--- config.mk ---
export PLATFORM = sky130hd
export DESIGN_NAME = hazard_forward_controller
export DESIGN_NICKNAME = d
export VERILOG_FILES = /design/src/rtl/hazard_forward_controller.sv
export SDC_FILE = /design/constraint.sdc
export NUM_CORES = 1
export LEC_CHECK = 0
export BUFFER_PORTS_ARGS = -buffer_cell sky130_fd_sc_hd__clkbuf_2
export CORE_MARGIN = 4
export CORE_UTILIZATION = 30
export DETAILED_ROUTE_END_ITERATION = 12
export PLACE_DENSITY = 0.67
export SETUP_SLACK_MARGIN = 0.3
export SLEW_MARGIN = 5
export SYNTH_ARGS = -nofsm -noshare
export SYNTH_HDL_FRONTEND = slang
export SYNTH_SLANG_ARGS = --single-unit
--- constraint.sdc ---
create_clock -name clk -period 5 [get_ports clk]
set_clock_uncertainty 0.1 [all_clocks]
set_input_delay 1.25 -clock clk [delete_from_list [all_inputs] [get_ports clk]]
set_output_delay 1.25 -clock clk [all_outputs]
set_load 0.1 [all_outputs]
--- src/rtl/hazard_forward_controller.sv ---
// Hazard controller for the 5-stage MIPS core: forwarding selects, load-use stalls, branch flushes.
// Optional performance counters are built when HAZ_PERF_CNT_EN is defined.
module hazard_forward_controller #(
   parameter int unsigned REG_ADDR_W = 5,
   parameter int unsigned CNT_W      = 16
) (
   input  logic                  clk,
   input  logic                  rst_n,
   input  logic                  id_valid,
   input  logic [REG_ADDR_W-1:0] id_rs,
   input  logic [REG_ADDR_W-1:0] id_rt,
   input  logic [REG_ADDR_W-1:0] id_dest,
   input  logic                  id_regwrite,
   input  logic                  id_memread,
   input  logic                  ex_branch_taken,
   output logic [1:0]            Ctrl_FwdA,
   output logic [1:0]            Ctrl_FwdB,
   output logic                  pc_write,
   output logic                  ifid_write,
   output logic                  idex_bubble,
   output logic                  flush_ifid,
   output logic [CNT_W-1:0]      stall_cnt,
   output logic [CNT_W-1:0]      flush_cnt
);

   typedef enum logic [1:0] {RUN, STALL, FLUSH} state_t;

   state_t                state_q, state_d;
   logic [REG_ADDR_W-1:0] ex_dest, mem_dest;
   logic                  ex_regwrite, ex_memread, mem_regwrite;
   logic                  haz, flush, stall, id_load;
   logic [1:0]            fwd_a_d, fwd_b_d;

   // EX/MEM is the most recent producer, so it wins over MEM/WB.
   function automatic logic [1:0] fwd_sel(input logic [REG_ADDR_W-1:0] src);
      if (ex_regwrite && (ex_dest != '0) && (ex_dest == src))
         return 2'd1;
      else if (mem_regwrite && (mem_dest != '0) && (mem_dest == src))
         return 2'd2;
      else
         return 2'd0;
   endfunction

   always_comb begin
      haz     = ex_memread && (ex_dest != '0) && id_valid &&
                ((ex_dest == id_rs) || (ex_dest == id_rt));
      flush   = ex_branch_taken;
      stall   = haz && !flush;
      id_load = id_valid && !haz && !flush;
      fwd_a_d = fwd_sel(id_rs);
      fwd_b_d = fwd_sel(id_rt);
   end

   always_comb begin
      pc_write    = !stall;
      ifid_write  = !stall;
      idex_bubble = rst_n && (haz || flush);
      flush_ifid  = ex_branch_taken;
   end

   always_comb begin
      state_d = state_q;
      unique case (state_q)
         RUN:     if (flush) state_d = FLUSH;
                  else if (haz) state_d = STALL;
         STALL:   state_d = flush ? FLUSH : RUN;
         FLUSH:   state_d = flush ? FLUSH : RUN;
         default: state_d = RUN;
      endcase
   end

   always_ff @(posedge clk or negedge rst_n) begin
      if (!rst_n) begin
         state_q      <= RUN;
         ex_dest      <= '0;
         ex_regwrite  <= 1'b0;
         ex_memread   <= 1'b0;
         mem_dest     <= '0;
         mem_regwrite <= 1'b0;
         Ctrl_FwdA    <= 2'd0;
         Ctrl_FwdB    <= 2'd0;
      end else begin
         state_q      <= state_d;
         mem_dest     <= ex_dest;
         mem_regwrite <= ex_regwrite;
         if (id_load) begin
            ex_dest     <= id_dest;
            ex_regwrite <= id_regwrite;
            ex_memread  <= id_memread;
            Ctrl_FwdA   <= fwd_a_d;
            Ctrl_FwdB   <= fwd_b_d;
         end else begin
            ex_dest     <= '0;
            ex_regwrite <= 1'b0;
            ex_memread  <= 1'b0;
            Ctrl_FwdA   <= 2'd0;
            Ctrl_FwdB   <= 2'd0;
         end
      end
   end

`ifdef HAZ_PERF_CNT_EN
   logic [CNT_W-1:0] stall_q, flush_q;

   always_ff @(posedge clk or negedge rst_n) begin
      if (!rst_n) begin
         stall_q <= '0;
         flush_q <= '0;
      end else begin
         if (stall && (stall_q != '1)) stall_q <= stall_q + CNT_W'(1);
         if (flush && (flush_q != '1)) flush_q <= flush_q + CNT_W'(1);
      end
   end

   assign stall_cnt = stall_q;
   assign flush_cnt = flush_q;
`else
   assign stall_cnt = '0;
   assign flush_cnt = '0;
`endif

endmodule

### Yosys cells after proc, flatten, opt, wreduce, memory -nomap -nowiden

Cells that the tools add are included.

| operators by class | value |
|---|---|
| equality and inequality tests | 4 |
| multiplexer cells | 9 |
| reduce and logical (&&, ||, !) cells | 20 |

Operators with widths:

| cell | number |
|---|---|
| equality test 5 bit | 4 |
| logical AND 1 bit | 13 |
| 2-to-1 mux 2 bit | 6 |
| nonzero test 5 bit | 2 |
| 2-to-1 mux 5 bit | 1 |
| zero test 1 bit | 3 |
| logical OR 1 bit | 2 |
| 2-to-1 mux 1 bit | 2 |

| word-level totals | value |
|---|---|
| register bits | 17 |
| bits of input ports | 21 |
| output and inout bits | 40 |
| word-level logic and storage cells | 40 |

### Depth between registers and ports, before layout

Gate-level depths: netlist of run 1.

| logic depth | value |
|---|---|
| word-level depth | 8 |
| depth in mapped cells | 6 |
| depth with buffers taken out | 5 |

### Worst setup path after synthesis of run 1

No wires, ideal clock.

| timing path | value |
|---|---|
| kind | input to output |
| from | in id_rs[0] |
| to | out idex_bubble |
| data arrival time | 4102 ps |
| required time | 3650 ps |
| slack | -452 ps |
| stages on the path | 5 |
| path buffers | 0 |
| cells stage by stage | xnor2_1 nand2_1 o32ai_2 nand4_1 a21boi_0 |

| between the ends | value |
|---|---|
| cells in the longest elaborated chain, start to end | 5 |

RTL lines:

| item | RTL line | source |
|---|---|---|
| start, declared | 10 | `input logic [REG_ADDR_W-1:0] id_rs,` |
| equality test 5 bit | 46 | `((ex_dest == id_rs) \|\| (ex_dest == id_rt));` |
| logical OR 1 bit | 46 |  |
| logical AND 1 bit | 45 | `haz = ex_memread && (ex_dest != '0) && id_valid &&` |
| logical OR 1 bit | 57 | `idex_bubble = rst_n && (haz \|\| flush);` |
| logical AND 1 bit | 57 |  |
| end, declared | 20 | `output logic idex_bubble,` |

No other way between the ends.

### Final worst setup path of run 1

| timing path | value |
|---|---|
| from | in id_rs[1] |
| to | out idex_bubble |

Same word-level chain as after synthesis.

==> results_tabular.tex, run 1 <==
\begin{tabular}{lr}
\hline
Metric & Value \\
\hline
\multicolumn{2}{l}{\textbf{Floorplan}} \\
\quad Die extent in x & 68.4 um \\
\quad Total core area & 3440 um2 \\
\quad Die outline area & 4680 um2 \\
\quad \# rows & 21 \\
\quad Die extent in y & 68.4 um \\
\quad IO Pins & 61 \\
\quad Effective utilization at floorplan & 0.318 \\
\multicolumn{2}{l}{\textbf{Routing}} \\
\quad Detailed-route DRC error count & 0 \\
\quad Drt first pass iters & 2 \\
\quad Total via count after detailed routing & 673 \\
\quad Final wirelength & 1850 um \\
\quad DR vias/cell & 3.74 \\
\quad Remaining antenna violation count & 0 \\
\quad DR iter-0 viols & 7 \\
\quad Average wire per cell in the routed design & 10.3 um \\
\multicolumn{2}{l}{\textbf{CTS}} \\
\quad Clock input transition at the sequential cells of the worst setup and hold paths & 0.06 ns \\
\quad Max H-tree Level & 1 \\
\quad Clock latency reported for the late side of the worst-skew pair & 0.25 ns \\
\quad Number of cells upsized or downsized after cts & 0 \\
\quad Clock Tree Buf Depth & 2 \\
\quad Number of buffers created by CTS & 3 \\
\quad Clock sinks & 17 \\
\quad CTS tree & done \\
\quad Post-CTS setup buffer count & 0 \\
\quad Number of hold buffers added after cts & 0 \\
\quad Clock root cell & sky130\_fd\_sc\_hd\_\_clkbuf\_8 \\
\multicolumn{2}{l}{\textbf{Cells and area}} \\
\quad Filler cell count in the final layout & 367 \\
\quad Most common cell after layout, fill and taps aside & sky130\_fd\_sc\_hd\_\_conb\_1 \\
\quad Fraction of layout cells with a size suffix above 1 & 0.276 \\
\quad Fin nets & 156 \\
\quad Inserted Diodes & 0 \\
\quad Area growth from synthesis to layout & 9.13\% \\
\quad Leading cell types in the layout, fill and taps excluded & sky130\_fd\_sc\_hd\_\_conb\_1 (32), sky130\_fd\_sc\_hd\_\_clkbuf\_2 (28), sky130\_fd\_sc\_hd\_\_dfrtp\_1 (17) \\
\multicolumn{2}{l}{\textbf{STA}} \\
\quad Final setup viols & 0 \\
\quad Pin slew with the least headroom to its limit & 0.572 ns \\
\quad Achievable clock frequency & 246 MHz \\
\quad Max transition margin & 0.618 \\
\quad Number of failing hold endpoints at the final stage & 0 \\
\quad RSZ-0062 raised after global routing & false \\
\quad Time the final worst path needs with I/O delays and setup & 4.06 ns \\
\quad Final-layout setup total negative slack & 0 ns \\
\quad Final slew viol count & 0 \\
\quad Share of the cycle needed by the critical path after routing & 0.813 \\
\multicolumn{2}{l}{\textbf{Logic synthesis}} \\
\quad Total of warnings raised by yosys & 0 \\
\quad Number of distinct library cells after synthesis & 23 \\
\quad Sequential-to-total area share from yosys stat & 0.388 \\
\quad Flop and latch count out of synthesis & 17 \\
\quad Post-synthesis cell area & 1100 um2 \\
\quad Mean post-synth cell area & 10.3 um2 \\
\quad Gate count after technology mapping & 106 \\
\multicolumn{2}{l}{\textbf{Min path}} \\
\quad Class of the tightest hold or removal check & reg -> reg \\
\multicolumn{2}{l}{\textbf{Power}} \\
\quad Cell Int Power & 217 uW \\
\quad Portion of total power attributed to the clock network & 0.256 \\
\quad Switching share of total power & 0.452 \\
\quad Sequential fraction of design power & 0.369 \\
\quad Worst VDD drop & 0.151 mV \\
\quad Net switching component of the power & 179 uW \\
\quad Power density over the cells & 331 nW/um2 \\
\quad Leakage power total & 0.000611 uW \\
\quad Final total power & 396 uW \\
\quad Combinational share of power & 0.375 \\
\multicolumn{2}{l}{\textbf{Placed design}} \\
\quad RePlAce Congestion & 0.724 \\
\quad Final HPWL from detailed placement & 1600 um \\
\quad Input/output buffers & 28 \\
\multicolumn{2}{l}{\textbf{Global route}} \\
\quad Overflow after GRT & 0 \\
\quad Vias in the first global route & 646 \\
\quad Pin count of the biggest net entering global routing & 19 \\
\quad Wire length of the first global-routing pass & 2820 um \\
\quad Number of antenna violations at the first check in global routing & 0 \\
\quad Total global-route track usage & 0.0861 \\
\multicolumn{2}{l}{\textbf{Critical path}} \\
\quad Data arrival time at the worst-slack endpoint & 2.71 ns \\
\quad Worst EP required & 3.65 ns \\
\quad Chain of cells forming the critical path & clkbuf\_2 -> xnor2\_1 -> nand2\_1 -> o32ai\_2 -> nand4\_1 -> a21boi\_2 -> clkbuf\_2 \\
\quad Kind of capture point of the worst setup path & primary output \\
\quad Biggest cell delay along the critical path & 0.46 ns \\
\quad Most used cell, CP & sky130\_fd\_sc\_hd\_\_clkbuf\_2 \\
\quad Largest delay share family, worst path & buffers and inverters \\
\quad Category of the most critical setup path & in -> out \\
\quad Count of buffer and inverter cells on the critical path & 2 \\
\quad Kind of start point of the critical path & input port \\
\quad Slowest CP cell & sky130\_fd\_sc\_hd\_\_clkbuf\_2 \\
\quad Critical-path maximum fanout & 2 \\
\multicolumn{2}{l}{\textbf{Outcome}} \\
\quad Result of the run & finished clean \\
\multicolumn{2}{l}{\textbf{Flow run}} \\
\quad Max\_cap viols & 0 \\
\hline
\end{tabular}
routing by layer:
metal / share of wire / GRT usage / vias to the layer above
met5: 0 / 0 / -
met4: 0.023 / 0.0596 / 0
met3: 0.13 / 0.0279 / 4
met2: 0.51 / 0.150 / 45
met1: 0.34 / 0.0853 / 292
li1: - / - / 332
Yosys cell counts, drive strengths merged:
library cell,n,area [um2]
a21boi,1,7.51
a311oi,1,15.0
and2,9,57.6
buf,35,263
conb,1,3.75
dfrtp,17,425
inv,2,7.51
nand2,4,15.0
nand2b,1,6.26
nand3,2,10.0
nand4,2,18.8
nor2,1,3.75
nor3,4,20.0
nor4,1,6.26
nor4b,2,32.5
o21ai,1,5.00
o32ai,1,16.3
or4,1,7.51
xnor2,12,105
xor2,8,70.1
sequential cells by signal (all words and copies together) (netlist names):
register      count
mem_dest          5
ex_memread        1
Ctrl_FwdA         2
ex_dest           5
mem_regwrite      1
ex_regwrite       1
Ctrl_FwdB         2
logic make-up (layout without fill, tap and decap cells):
family	after synthesis	in the layout	synth area share
flops	17	17	0.388
other cells	1	32	0.00342
compound gates	4	4	0.0400
simple gates	27	27	0.162
buf+inv	37	34	0.247
xor+xnor	20	20	0.160
layout make-up:
type | instances | area [um2] | share of cell area
multi-input combinational | 83 | 520 | 0.435
timing repair buffer | 28 | 140 | 0.117
inverter | 2 | 7.51 | 0.00628
sequential | 17 | 425 | 0.356
clock buffer | 4 | 45.0 | 0.0377
tap | 46 | 57.6 | 0.0481
power groups by stage:
stage / clock network [uW] / logic, uW / registers, uW
2_1_floorplan: 0 / 153 / 148
3_3_place_gp: 0 / 148 / 149
3_5_place_dp: 0 / 149 / 149
4_1_cts: 105 / 149 / 146
5_1_grt: 110 / 156 / 147
6_report: 102 / 149 / 146
path summary, 6_finish.rpt:
check | from | endpoint | slack [ns] | cells after the start
worst max register to register | ex_dest[0] | Ctrl_FwdA[1] | 3.10 | 5
worst max-delay path | id_rs[1] | idex_bubble | 0.94 | 7
min in group asynchronous | rst_n | ex_regwrite | 0.82 | 1
worst min register to register | ex_regwrite | mem_regwrite | 0.28 | 0
worst min-delay path | ex_regwrite | mem_regwrite | 0.28 | 0
max in group asynchronous | rst_n | mem_dest[2] | 3.69 | 1
through the flow:
stage               setup WS [ns]   util  std cells  hold WS [ns]  instance area (um2)
finish                      0.936  0.348        180         0.279                 1200
detailed placement          0.915  0.334        176         0.266                 1150
floorplan                   0.569      -        137         0.254                 1220
global route                0.796  0.348        180         0.294                 1200
global placement            0.919  0.334        176         0.260                 1150
CTS                         0.910  0.348        180         0.281                 1200
Note: power is estimated with default switching activity, not from simulation.
==> run 2: changes to the inputs <==
- PLACE_DENSITY: 0.67 -> 0.69
- clock period: 5 -> 3.7 ns (I/O delays scaled with it)
==> results_tabular.tex, run 2 (synthesis gave the netlist of run 1 again) <==
\begin{tabular}{lr}
\hline
Metric & Value \\
\hline
\multicolumn{2}{l}{\textbf{Cells and area}} \\
\quad Inserted Diodes & 0 (unchanged) \\
\quad Area growth from synthesis to layout & 12.9\% \\
\quad Largest regs & ex\_dest x5, mem\_dest x5 \\
\quad Leading cell types in the layout, fill and taps excluded & sky130\_fd\_sc\_hd\_\_conb\_1 (32), sky130\_fd\_sc\_hd\_\_clkbuf\_2 (25), sky130\_fd\_sc\_hd\_\_dfrtp\_1 (17) \\
\quad Fraction of layout cells with a size suffix above 1 & 0.301 (+0.0254) \\
\quad Most common cell after layout, fill and taps aside & sky130\_fd\_sc\_hd\_\_conb\_1 \\
\quad Fin nets & 158 (+1.3\%) \\
\multicolumn{2}{l}{\textbf{Critical path}} \\
\quad Chain of cells forming the critical path & clkbuf\_2 -> xnor2\_1 -> nand2\_1 -> o32ai\_2 -> nand4\_1 -> nand2b\_2 -> buf\_4 \\
\quad Slowest CP cell & sky130\_fd\_sc\_hd\_\_o32ai\_2 \\
\quad Kind of capture point of the worst setup path & primary output \\
\quad Biggest cell delay along the critical path & 0.29 ns (-0.17 ns) \\
\quad Category of the most critical setup path & in -> out \\
\quad Critical-path maximum fanout & 2 (unchanged) \\
\quad Kind of start point of the critical path & input port \\
\quad Data arrival time at the worst-slack endpoint & 2.22 ns (-0.49 ns) \\
\quad Worst EP required & 2.67 ns (-0.98 ns) \\
\quad Largest delay share family, worst path & simple AND/OR/NAND/NOR gates \\
\quad Count of buffer and inverter cells on the critical path & 2 (unchanged) \\
\multicolumn{2}{l}{\textbf{Routing}} \\
\quad Drt first pass iters & 5 (+3) \\
\quad Average wire per cell in the routed design & 10.1 um (-1.7\%) \\
\quad DR iter-0 viols & 37 (+30) \\
\quad Total via count after detailed routing & 661 (-1.8\%) \\
\quad Detailed-route DRC error count & 0 (unchanged) \\
\quad Final wirelength & 1840 um (-0.59\%) \\
\quad DR vias/cell & 3.63 (-2.9\%) \\
\quad Remaining antenna violation count & 0 (unchanged) \\
\multicolumn{2}{l}{\textbf{CTS}} \\
\quad Clock latency reported for the late side of the worst-skew pair & 0.25 ns (about the same) \\
\quad Max H-tree Level & 1 (unchanged) \\
\quad Clock Tree Buf Depth & 2 (unchanged) \\
\quad Clock sinks & 17 (unchanged) \\
\quad Clock root cell & sky130\_fd\_sc\_hd\_\_clkbuf\_8 \\
\quad Clock input transition at the sequential cells of the worst setup and hold paths & 0.06 ns (about the same) \\
\quad CTS tree & done \\
\quad Number of buffers created by CTS & 3 (unchanged) \\
\multicolumn{2}{l}{\textbf{Floorplan}} \\
\quad Total core area & 3440 um2 (unchanged) \\
\quad Effective utilization at floorplan & 0.318 (unchanged) \\
\quad Die extent in x & 68.4 um (unchanged) \\
\quad Die extent in y & 68.4 um (unchanged) \\
\quad IO Pins & 61 (unchanged) \\
\quad \# rows & 21 (unchanged) \\
\quad Die outline area & 4680 um2 (unchanged) \\
\multicolumn{2}{l}{\textbf{STA}} \\
\quad Number of failing hold endpoints at the final stage & 0 (unchanged) \\
\quad Final worst setup slack & 0.459 ns (-0.476 ns) \\
\quad Max transition margin & 0.621 (+0.00225) \\
\quad Share of the cycle needed by the critical path after routing & 0.876 \\
\quad Final-layout setup total negative slack & 0 ns (unchanged) \\
\quad Final slew viol count & 0 (unchanged) \\
\quad Achievable clock frequency & 309 MHz \\
\quad Time the final worst path needs with I/O delays and setup & 3.24 ns \\
\quad RSZ-0062 raised after global routing & false \\
\quad Final setup viols & 0 (unchanged) \\
\quad Pin slew with the least headroom to its limit & 0.569 ns (-0.00338 ns) \\
\multicolumn{2}{l}{\textbf{Power}} \\
\quad Final total power & 539 uW (+36\%) \\
\quad Leakage power total & 0.000626 uW (+2.5\%) \\
\quad Worst VDD drop & 0.131 mV (-13\%) \\
\quad Power density over the cells & 436 nW/um2 (+31\%) \\
\multicolumn{2}{l}{\textbf{Global route}} \\
\quad Overflow after GRT & 0 (unchanged) \\
\quad Pin count of the biggest net entering global routing & 18 (-1) \\
\quad Number of antenna violations at the first check in global routing & 0 (unchanged) \\
\quad Wire length of the first global-routing pass & 2850 um (+0.96\%) \\
\quad Vias in the first global route & 654 (+1.2\%) \\
\quad Total global-route track usage & 0.0854 (-0.000654) \\
\multicolumn{2}{l}{\textbf{Placed design}} \\
\quad RePlAce Congestion & 0.863 (+19\%) \\
\quad Input/output buffers & 28 (unchanged) \\
\quad Final HPWL from detailed placement & 1600 um (-0.13\%) \\
\quad Worst Setup Slack post-DPL & 0.295 ns (-0.620 ns) \\
\multicolumn{2}{l}{\textbf{Min path}} \\
\quad Class of the tightest hold or removal check & reg -> reg \\
\multicolumn{2}{l}{\textbf{Flow run}} \\
\quad Max\_cap viols & 0 (unchanged) \\
\multicolumn{2}{l}{\textbf{Outcome}} \\
\quad Result of the run & finished clean \\
\hline
\end{tabular}
-- run 2: per-layer routing --
| layer | vias up | share of wire | GRT usage |
|---|---|---|---|
| met5 | - | 0 | 0 |
| met4 | 0 | 0.022 | 0.0447 |
| met3 | 4 | 0.11 | 0.0345 |
| met2 | 37 | 0.50 | 0.135 |
| met1 | 285 | 0.37 | 0.0985 |
| li1 | 335 | - | - |
-- run 2: final cells by class --
| type | count | area, um2 |
|---|---|---|
| timing repair buffer | 30 | 175 |
| clock buffer | 3 | 41.3 |
| tap | 46 | 57.6 |
| fill | 347 | 2200 |
| clock inverter | 1 | 7.51 |
| inverter | 2 | 7.51 |
| sequential | 17 | 425 |
| multi-input combinational | 83 | 523 |
-- run 2: path summary, 6_finish.rpt --
kind,startpoint,to,slack [ns],cells past startpoint
worst min-delay path,ex_regwrite,mem_regwrite,0.27,0
min in group asynchronous,rst_n,mem_dest[0],0.56,2
max in group asynchronous,rst_n,ex_memread,2.76,2
worst max register to register,ex_dest[2],Ctrl_FwdA[1],1.68,5
worst min register to register,ex_regwrite,mem_regwrite,0.27,0
worst max-delay path,id_rs[3],ifid_write,0.46,7
-- run 2: what timing repair did --
| action | CTS | global route |
|---|---|---|
| hold buffers | 0 | 0 |
| pin swaps | 0 | 2 |
| setup buffers | 0 | 1 |
| resized for setup | 2 | 2 |
| endpoints found under the setup margin | 2 | 2 |
-- run 2: power breakdown --
group | switching, uW | internal, uW
clock network | 60.8 | 75.7
logic | 176 | 28.8
registers | 5.92 | 191
total | 243 | 296
-- run 2: metrics by stage --
stage	area, um2	instances	util	hold WS, ns
finish	1240	182	0.360	0.273
global route	1240	182	0.360	0.287
CTS	1230	181	0.357	0.276
detailed placement	1180	177	0.342	0.259
global placement	1180	177	0.342	0.258
floorplan	1220	137	-	0.254
==> run 3: changes to the inputs <==
- CTS_BUF_LIST: not set -> sky130_fd_sc_hd__clkbuf_2
- HOLD_SLACK_MARGIN: not set -> 0.03
- MAX_ROUTING_LAYER: not set -> met4
==> results_tabular.tex, run 3 (synthesis gave the netlist of run 1 again) <==
\begin{tabular}{lr}
\hline
Metric & Value \\
\hline
\multicolumn{2}{l}{\textbf{Min path}} \\
\quad Instance count along the most critical hold path & 0 (unchanged) \\
\quad Hold\_sp & ex\_regwrite \\
\quad Endpoint with the worst hold slack & mem\_regwrite \\
\quad Class of the tightest hold or removal check & reg -> reg \\
\multicolumn{2}{l}{\textbf{STA}} \\
\quad Final-layout setup total negative slack & 0 ns (unchanged) \\
\quad Max transition margin & 0.609 (-0.0122) \\
\quad Number of failing hold endpoints at the final stage & 0 (unchanged) \\
\quad RSZ-0062 raised after global routing & false \\
\quad Final slew viol count & 0 (unchanged) \\
\quad Share of the cycle needed by the critical path after routing & 0.882 (+0.00668) \\
\quad Achievable clock frequency & 306 MHz (-0.76\%) \\
\quad Pin slew with the least headroom to its limit & 0.587 ns (+0.0182 ns) \\
\quad Time the final worst path needs with I/O delays and setup & 3.27 ns (+0.0247 ns) \\
\quad Final worst setup slack & 0.435 ns (-0.0247 ns) \\
\quad Final setup viols & 0 (unchanged) \\
\multicolumn{2}{l}{\textbf{Cells and area}} \\
\quad Leading cell types in the layout, fill and taps excluded & sky130\_fd\_sc\_hd\_\_conb\_1 (32), sky130\_fd\_sc\_hd\_\_clkbuf\_2 (28), sky130\_fd\_sc\_hd\_\_dfrtp\_1 (17) \\
\quad Fraction of layout cells with a size suffix above 1 & 0.296 (-0.00517) \\
\quad Most common cell after layout, fill and taps aside & sky130\_fd\_sc\_hd\_\_conb\_1 \\
\quad Finished layout cell area & 1200 um2 (-2.7\%) \\
\quad Fin nets & 157 (-0.63\%) \\
\quad Inserted Diodes & 0 (unchanged) \\
\quad Final Instance Count excl. Fillers & 181 (-0.55\%) \\
\quad Area growth from synthesis to layout & 9.82\% \\
\quad Largest regs & ex\_dest x5, mem\_dest x5 \\
\multicolumn{2}{l}{\textbf{Critical path}} \\
\quad Kind of capture point of the worst setup path & primary output \\
\quad Worst R2R Setup Slack & 1.76 ns (+0.08 ns) \\
\quad Category of the most critical setup path & in -> out \\
\quad Chain of cells forming the critical path & clkbuf\_2 -> xnor2\_1 -> nand2\_1 -> o32ai\_2 -> nand4\_1 -> nand2b\_2 -> buf\_4 \\
\quad Worst EP required & 2.67 ns (about the same) \\
\quad Endpoint of the worst register-to-register path & Ctrl\_FwdA[1] \\
\quad Slowest CP cell & sky130\_fd\_sc\_hd\_\_o32ai\_2 \\
\quad Critical register-to-register path startpoint & ex\_dest[2] \\
\quad Critical-path maximum fanout & 2 (unchanged) \\
\quad Biggest cell delay along the critical path & 0.32 ns (+0.03 ns) \\
\quad Number of cell instances on the worst register-to-register path & 4 (-1) \\
\quad Data arrival time at the worst-slack endpoint & 2.24 ns (+0.02 ns) \\
\quad Kind of start point of the critical path & input port \\
\multicolumn{2}{l}{\textbf{Global route}} \\
\quad Wire length of the first global-routing pass & 2810 um (-1.4\%) \\
\quad Vias in the first global route & 647 (-1.1\%) \\
\quad Number of antenna violations at the first check in global routing & 0 (unchanged) \\
\quad Total global-route track usage & 0.0868 (+0.00135) \\
\quad Pin count of the biggest net entering global routing & 18 (unchanged) \\
\quad Overflow after GRT & 0 (unchanged) \\
\multicolumn{2}{l}{\textbf{Routing}} \\
\quad Detailed-route DRC error count & 0 (unchanged) \\
\quad Post-route met1 wirelength & 711 um (+4.9\%) \\
\quad Total via count after detailed routing & 663 (+0.30\%) \\
\quad Highest routed metal layer & met4 \\
\quad Drt first pass iters & 4 (-1) \\
\quad Final wirelength & 1850 um (+0.27\%) \\
\quad Remaining antenna violation count & 0 (unchanged) \\
\quad Average wire per cell in the routed design & 10.2 um (+0.83\%) \\
\quad Total length of routed met3 wires & 201 um (+2.0\%) \\
\quad DR iter-0 viols & 37 (unchanged) \\
\quad DR vias/cell & 3.66 (+0.86\%) \\
\quad Detailed-routed wire length on met2 & 912 um (-1.3\%) \\
\multicolumn{2}{l}{\textbf{CTS}} \\
\quad Number of buffers created by CTS & 3 (unchanged) \\
\quad Clock input transition at the sequential cells of the worst setup and hold paths & 0.17 ns (+0.11 ns) \\
\quad Post-CTS setup buffer count & 0 (unchanged) \\
\quad Clock Tree Buf Depth & 2 (unchanged) \\
\quad Clock latency reported for the late side of the worst-skew pair & 0.29 ns (+0.04 ns) \\
\quad CTS tree & done \\
\quad Clock root cell & sky130\_fd\_sc\_hd\_\_clkbuf\_2 \\
\quad Max H-tree Level & 1 (unchanged) \\
\quad Number of hold buffers added after cts & 0 (unchanged) \\
\quad Clock sinks & 17 (unchanged) \\
\multicolumn{2}{l}{\textbf{Placed design}} \\
\quad Worst Setup Slack post-DPL & 0.295 ns (unchanged) \\
\quad Cells after DPL & 177 (unchanged) \\
\quad Input/output buffers & 28 (unchanged) \\
\quad RePlAce Congestion & 0.877 (+1.6\%) \\
\quad Standard cell area after detailed placement & 1180 um2 (unchanged) \\
\quad Final HPWL from detailed placement & 1600 um (unchanged) \\
\multicolumn{2}{l}{\textbf{Floorplan}} \\
\quad \# rows & 21 (unchanged) \\
\quad Total core area & 3440 um2 (unchanged) \\
\quad Effective utilization at floorplan & 0.318 (unchanged) \\
\quad Die extent in x & 68.4 um (unchanged) \\
\quad Die outline area & 4680 um2 (unchanged) \\
\quad IO Pins & 61 (unchanged) \\
\quad Die extent in y & 68.4 um (unchanged) \\
\multicolumn{2}{l}{\textbf{Flow run}} \\
\quad Max\_cap viols & 0 (unchanged) \\
\multicolumn{2}{l}{\textbf{Power}} \\
\quad Worst VDD drop & 0.118 mV (-10\%) \\
\quad Power density over the cells & 403 nW/um2 (-7.4\%) \\
\quad Final total power & 485 uW (-10\%) \\
\quad Leakage power total & 0.000612 uW (-2.3\%) \\
\multicolumn{2}{l}{\textbf{Outcome}} \\
\quad Result of the run & finished clean \\
\hline
\end{tabular}
[run 3: cell types whose count changed in the layout (fill, tap and decap cells not counted)]
cell,delta
sky130_fd_sc_hd__clkbuf_2,+3
sky130_fd_sc_hd__clkbuf_8,-3
sky130_fd_sc_hd__buf_4,-1
[run 3: layout make-up]
type	instances	area, um2
Clock inverter	1	7.51
Multi-Input combinational cell	83	523
Fill cell	354	2240
Sequential cell	17	425
Inverter	2	7.51
Timing Repair Buffer	29	168
Clock buffer	3	15.0
Tap cell	46	57.6
[run 3: per-layer routing]
layer | global-route usage | vias up
met2 | 0.131 | 40
met5 | - | -
li1 | - | 331
met3 | 0.0312 | 2
met4 | 0.0447 | 0
met1 | 0.101 | 290
[run 3: how the worst max path moves through the flow]
stage | to | startpoint | cells past startpoint
floorplan | idex_bubble | id_rs[0] | 5
global placement | pc_write | id_rs[1] | 7
detailed placement | pc_write | id_rs[1] | 7
CTS | pc_write | id_rs[0] | 7
global route | ifid_write | id_rs[3] | 7
finish | ifid_write | id_rs[3] | 7
[run 3: power breakdown]
part	switching, uW	internal [uW]
clock	58.3	25.2
combinational	176	28.1
sequential	6.00	191
[run 3: worst max-delay path, delay by kind of cell]
kind            cells  cell delay [ns]
xor+xnor            1             0.15
simple gates        3             0.50
buf+inv             2             0.34
compound gates      1             0.32
[run 3: stage by stage]
stage	hold slack, ns	util
3_5_place_dp	0.259	0.342
3_3_place_gp	0.258	0.342
6_report	0.280	0.350
5_1_grt	0.322	0.350
2_1_floorplan	0.254	-
4_1_cts	0.304	0.350
[run 3: what timing repair did]
item / CTS / global route
hold endpoints to repair: 0 / 0
setup endpoints to repair: 2 / 2
gates resized for setup: 2 / 2
pin swaps: 0 / 2
